File: config.mk
export PLATFORM = sky130hd
export DESIGN_NAME = adsr_envelope
export DESIGN_NICKNAME = d
export VERILOG_FILES = /design/src/rtl/audio_pkg.sv /design/src/rtl/adsr_scaler.sv /design/src/rtl/adsr_envelope.sv
export SDC_FILE = /design/constraint.sdc
export NUM_CORES = 1
export LEC_CHECK = 0
export ABC_AREA = 1
export ABC_CLOCK_PERIOD_IN_PS = 14300
export CAP_MARGIN = 40
export CORE_UTILIZATION = 33
export DETAILED_ROUTE_END_ITERATION = 6
export SYNTH_ARGS = -nofsm -noshare
export SYNTH_HDL_FRONTEND = slang
export SYNTH_SLANG_ARGS = --single-unit
File: constraint.sdc
create_clock -name Clk -period 14.3 [get_ports Clk]
set_input_delay 2.86 -clock Clk [delete_from_list [all_inputs] [get_ports Clk]]
set_output_delay 2.86 -clock Clk [all_outputs]
set_load 0.05 [all_outputs]
File: src/rtl/audio_pkg.sv
// Shared audio-path types: envelope state encoding, full-scale level and
// the signed sample type used between synth, envelope and codec driver.
package audio_pkg;
  typedef enum logic [2:0] {
    IDLE    = 3'd0,
    ATTACK  = 3'd1,
    DECAY   = 3'd2,
    SUSTAIN = 3'd3,
    RELEASE = 3'd4
  } env_state_t;

  localparam logic [15:0] ENV_MAX = 16'hFFFF;

  typedef logic signed [15:0] sample_t;
endpackage

File: src/rtl/adsr_scaler.sv
// Registered amplitude scaler: on a tick, sample_out <= (sample_in * level) >>> 16
// (signed sample times unsigned level, floor), with out_valid pulsing the cycle after.
// Ports:
//   Clk, Reset  clock, synchronous active-high reset
//   tick        sample strobe
//   sample_in   signed input sample
//   level       unsigned gain, 0..FFFF (caller supplies the pre-update level)
//   sample_out  signed scaled sample
//   out_valid   one-Clk pulse when sample_out updates
module adsr_scaler
  import audio_pkg::*;
(
  input  logic        Clk,
  input  logic        Reset,
  input  logic        tick,
  input  sample_t     sample_in,
  input  logic [15:0] level,
  output sample_t     sample_out,
  output logic        out_valid
);
  logic signed [32:0] a, b, prod;

  // Level is zero-extended so it stays non-negative in the signed product.
  assign a    = {{17{sample_in[15]}}, sample_in};
  assign b    = {17'b0, level};
  assign prod = a * b;

  always_ff @(posedge Clk) begin
    if (Reset) begin
      sample_out <= '0;
      out_valid  <= 1'b0;
    end else begin
      out_valid <= tick;
      if (tick) sample_out <= 16'(prod >>> 16);
    end
  end
endmodule

File: src/rtl/adsr_envelope.sv
// Per-voice ADSR envelope. Each sample_tick advances the state machine and level
// and emits sample_in scaled by the level held before that tick.
// Ports:
//   Clk, Reset   clock, synchronous active-high reset (aborts a note, no tail)
//   sample_tick  one-Clk strobe per audio sample
//   gate         note held / released, sampled only on sample_tick
//   sample_in    signed sample from the wavetable synth
//   sample_out   signed scaled sample, out_valid pulses 1 Clk after the tick
//   env_level    current envelope level
//   env_state    current state (env_state_t)
//   active       high whenever env_state != IDLE
module adsr_envelope
  import audio_pkg::*;
#(
  parameter logic [15:0] ATTACK_STEP   = 16'h0100,
  parameter logic [15:0] DECAY_STEP    = 16'h0040,
  parameter logic [15:0] SUSTAIN_LEVEL = 16'hC000,
  parameter logic [15:0] RELEASE_STEP  = 16'h0020
) (
  input  logic        Clk,
  input  logic        Reset,
  input  logic        sample_tick,
  input  logic        gate,
  input  logic [15:0] sample_in,
  output logic [15:0] sample_out,
  output logic        out_valid,
  output logic [15:0] env_level,
  output logic [2:0]  env_state,
  output logic        active
);
  env_state_t  state, state_nx;
  logic [15:0] level, level_nx;
  logic [16:0] att_sum, dec_diff, rel_diff;

  // 17-bit arithmetic so overflow / underflow is visible in bit 16 and clamped.
  assign att_sum  = {1'b0, level} + {1'b0, ATTACK_STEP};
  assign dec_diff = {1'b0, level} - {1'b0, DECAY_STEP};
  assign rel_diff = {1'b0, level} - {1'b0, RELEASE_STEP};

  always_ff @(posedge Clk) begin
    if (Reset) begin
      state <= IDLE;
      level <= '0;
    end else if (sample_tick) begin
      state <= state_nx;
      level <= level_nx;
    end
  end

  // A gate-driven transition never steps the level on that tick.
  always_comb begin
    state_nx = state;
    level_nx = level;
    unique case (state)
      IDLE: begin
        level_nx = '0;
        if (gate) state_nx = ATTACK;
      end
      ATTACK: begin
        if (!gate) state_nx = RELEASE;
        else if (att_sum >= {1'b0, ENV_MAX}) begin
          level_nx = ENV_MAX;
          state_nx = DECAY;
        end else level_nx = att_sum[15:0];
      end
      DECAY: begin
        if (!gate) state_nx = RELEASE;
        else if (dec_diff[16] || dec_diff[15:0] <= SUSTAIN_LEVEL) begin
          level_nx = SUSTAIN_LEVEL;
          state_nx = SUSTAIN;
        end else level_nx = dec_diff[15:0];
      end
      SUSTAIN: begin
        if (!gate) state_nx = RELEASE;
      end
      RELEASE: begin
        if (gate) state_nx = ATTACK;
        else if (rel_diff[16] || rel_diff[15:0] == 16'h0) begin
          level_nx = '0;
          state_nx = IDLE;
        end else level_nx = rel_diff[15:0];
      end
      default: begin
        state_nx = IDLE;
        level_nx = '0;
      end
    endcase
  end

  assign env_level = level;
  assign env_state = state;
  assign active    = (state != IDLE);

  adsr_scaler u_scaler (
    .Clk        (Clk),
    .Reset      (Reset),
    .tick       (sample_tick),
    .sample_in  (sample_in),
    .level      (level),
    .sample_out (sample_out),
    .out_valid  (out_valid)
  );
endmodule

==> metrics.txt <==
Synth Area in Simple Gates=0.227; final instance area=0.0119 mm²; leakage power=6.65 nW; Clk Latency, worst-skew pair=0.28 ns; main flop type after synthesis=dfxtp_1; WL per Instance=14.5 µm; Mapped Avg Cell Area=7.10 µm²; Least-Margin Pin Slew=0.627 ns; CP Class=in2reg; Via density=4.65; I/O Buffers=56; Starting Density=0.334; post-synthesis sequential area ratio=0.0591; Setup crit start kind=input port; vias post-DR=between 9000 and 10000; First DRT Iteration DRCs=476; post-synthesis mux area share=0; row cnt=between 60 and 70; H-tree depth=2; max_cap viols=0; non-filler cells, final=1991; Rel. slew slack=0.578; status=completed; crit path DAT=~8.9 ns; # setup viols final=0; area share of fa/ha/maj cells after synthesis=0.461; Placement Cell Area=0.0118 mm²; complex-gate fraction of the synthesized area=0.0699; clock skew=around 0.0058 ns; gr ovfl total=0; vias in the first global route=9431; setup bufs post-CTS=0; Cell Area, Synth=roughly 0.011 mm²; Layout area overhead=10.2%; Num Clock Sinks=32; Hold Violations, Final=0; setup_tns=0 ns; worst-path maximum fanout=14; Die Ht=183 µm; share of layout cells above drive strength 1=0.0349; main combinational cell family by area after synthesis=adder cells; #FFs+latches synth=32; placed instance count=1984; DRT Pass-1 Iters=5; Max Clock Freq=around 110 MHz; Bufs on Longest Clock Path=2; Final #Nets=approximately 1900; power per cell area=approximately 66 mW/mm²; final critical-path share of the clock period=0.609; post-route ant nets=0; Final Max Slew Viols=0; clock slew at reported path FFs=around 0.05 ns; number of flops mapped to enable cells by yosys=0; CTS tree=built; Layout Utilization=0.368; Post-Syn Nets=around 1800; Worst VDD drop=between 0.06 and 0.07 mV; Min-Delay Path Class=reg2reg; Post-CTS Hold Buffers=0; DRC=0; Cells after Synth=1526; root buffer cell=clkbuf_16; FILL cells=3449; I/O pins=57; synth unique cells=between 40 and 50; final wirelength=28.9 mm; gpl congestion=0.867; Yosys warnings=0; CP required=14.53 ns; Die X=183 µm; largest net degree at the start of global routing=39; die footprint=between 0.03 and 0.04 mm²; Num CTS Buffers=5; Core ar.=0.0325 mm²; Post-Synth XOR/XNOR Area=0.0226; share of flip-flops with an asynchronous set or reset=0; ANT cells=0; RSZ-0062 raised after global routing=no; Post-DP HPWL=24.2 mm; CTS resizes=0; CP Capture Type=flop; GR Util All Layers=0.184; initial antenna violation count=2; final worst path period need=8.70 ns; Overall Power=0.792 mW; first-pass GRT wire length=49.1 mm
## cells by family (layout without fill, tap and decap cells)
kind of cell,Yosys count,count (layout)
fa+ha+maj,299,299
buf+inv,447,470
simple gates,587,587
compound gates,133,133
xor+xnor,28,28
flops,32,32
## cell usage in the layout, fill, tap and decap left out, drive strengths merged
cell type,netlist,layout
a211oi,1,1
a21boi,3,3
a21o,6,6
a21oi,55,55
a22oi,1,1
a31oi,8,8
buf,23,15
clkbuf,32,7
clkdlybuf4s50,0,56
dfxtp,32,32
fa,167,167
ha,132,132
inv,392,392
nand2,382,382
nand3,66,66
nand3b,1,1
nand4,8,8
nor2,113,113
nor3,13,13
nor4,2,2
o211ai,6,6
o21a,2,2
o21ai,44,44
o21bai,7,7
or2,2,2
xnor2,10,10
xor2,18,18
## where the power goes
group	switching, mW	total, mW	internal, mW	leakage [nW]
registers	0.00780	0.107	0.0991	0.263
clock network	0.0392	0.112	0.0730	0.0760
logic	0.375	0.573	0.197	6.31
total	0.422	0.792	0.369	6.65
## synth_stat cells (2+ instances only)
| cell type | number | share of area |
|---|---|---|
| nor2_1 | 103 | 0.036 |
| nand2_2 | 6 | 0.0035 |
| a21oi_1 | 54 | 0.025 |
| a21boi_0 | 3 | 0.0021 |
| dfxtp_1 | 32 | 0.059 |
| inv_1 | 389 | 0.13 |
| buf_1 | 5 | 0.0017 |
| o21bai_1 | 7 | 0.0048 |
| nand2_1 | 375 | 0.13 |
| o21a_1 | 2 | 0.0014 |
| ha_1 | 132 | 0.15 |
| fa_1 | 167 | 0.31 |
| xor2_1 | 18 | 0.015 |
| nor2_2 | 4 | 0.0023 |
| buf_2 | 6 | 0.0028 |
| buf_4 | 9 | 0.0062 |
| buf_6 | 3 | 0.0031 |
| nand3_2 | 3 | 0.0028 |
| nand3_1 | 61 | 0.028 |
| a31oi_1 | 7 | 0.0040 |
| a21o_1 | 6 | 0.0042 |
| nor3_1 | 13 | 0.0060 |
| o21ai_2 | 2 | 0.0016 |
| inv_2 | 3 | 0.0010 |
| nand3_4 | 2 | 0.0032 |
| clkbuf_1 | 32 | 0.011 |
| nor2_4 | 6 | 0.0062 |
| nand4_1 | 7 | 0.0040 |
| xnor2_1 | 10 | 0.0081 |
| o211ai_1 | 6 | 0.0042 |
| o21ai_0 | 41 | 0.019 |
| or2_2 | 2 | 0.0012 |
| nor4_1 | 2 | 0.0012 |
## cell type report
class | count | area (µm²) | area share
repair buffers | 71 | 673 | 0.0563
inverters | 392 | 1470 | 0.123
clock buffers | 7 | 153 | 0.0128
flip-flops and latches | 32 | 641 | 0.0536
multi-input cells | 1047 | 8460 | 0.708
well taps | 442 | 553 | 0.0463
## worst paths after layout
check,depth (start not counted),slack (ns),end,from
worst max-delay path,28,5.60,u_scaler.sample_out[8],sample_in[11]
worst min register to register,2,0.46,env_level[8],env_level[8]
worst min-delay path,2,0.46,env_level[8],env_level[8]
worst max register to register,28,8.34,u_scaler.sample_out[8],env_level[3]
## per-stage QoR
step,worst slack (ns),hold WS (ns)
after floorplan,6.52,0.748
after global placement,5.32,0.454
after detailed placement,5.35,0.455
after CTS,5.59,0.464
after global routing,5.11,0.486
final,5.60,0.463
## registers in the layout, summed over array words and instances (netlist names)
register             cells
u_scaler.out_valid       1
env_level               12
env_state                3
u_scaler.sample_out     16
## critical path, stage by stage
cell             delay (ns)
clkdlybuf4s50_1        0.83
nand3_1                0.21
nand2_1                0.19
inv_1                  0.06
ha_1                   0.18
inv_1                  0.05
nand2_1                0.15
fa_1                   0.56
inv_1                  0.05
fa_1                   0.47
inv_1                  0.06
fa_1                   0.54
fa_1                   0.56
inv_1                  0.06
fa_1                   0.54
inv_1                  0.05
ha_1                   0.33
nand2_1                0.13
inv_1                  0.05
a21boi_0               0.26
o21ai_0                0.18
nand2_1                0.09
nand3_1                0.09
nand2_1                0.08
inv_1                  0.04
o21ai_0                0.14
nand2_1                0.07
inv_1                  0.05
## routing by layer
layer | vias to the layer above | global-route usage | share of wire
li1 | 4573 | - | -
met1 | 4415 | 0.268 | 0.49
met2 | 243 | 0.297 | 0.45
met3 | 26 | 0.0197 | 0.054
met4 | 2 | 0.0293 | 0.011
met5 | - | 0 | 0.00038
No activity file was read; power rests on OpenSTA's default activity.
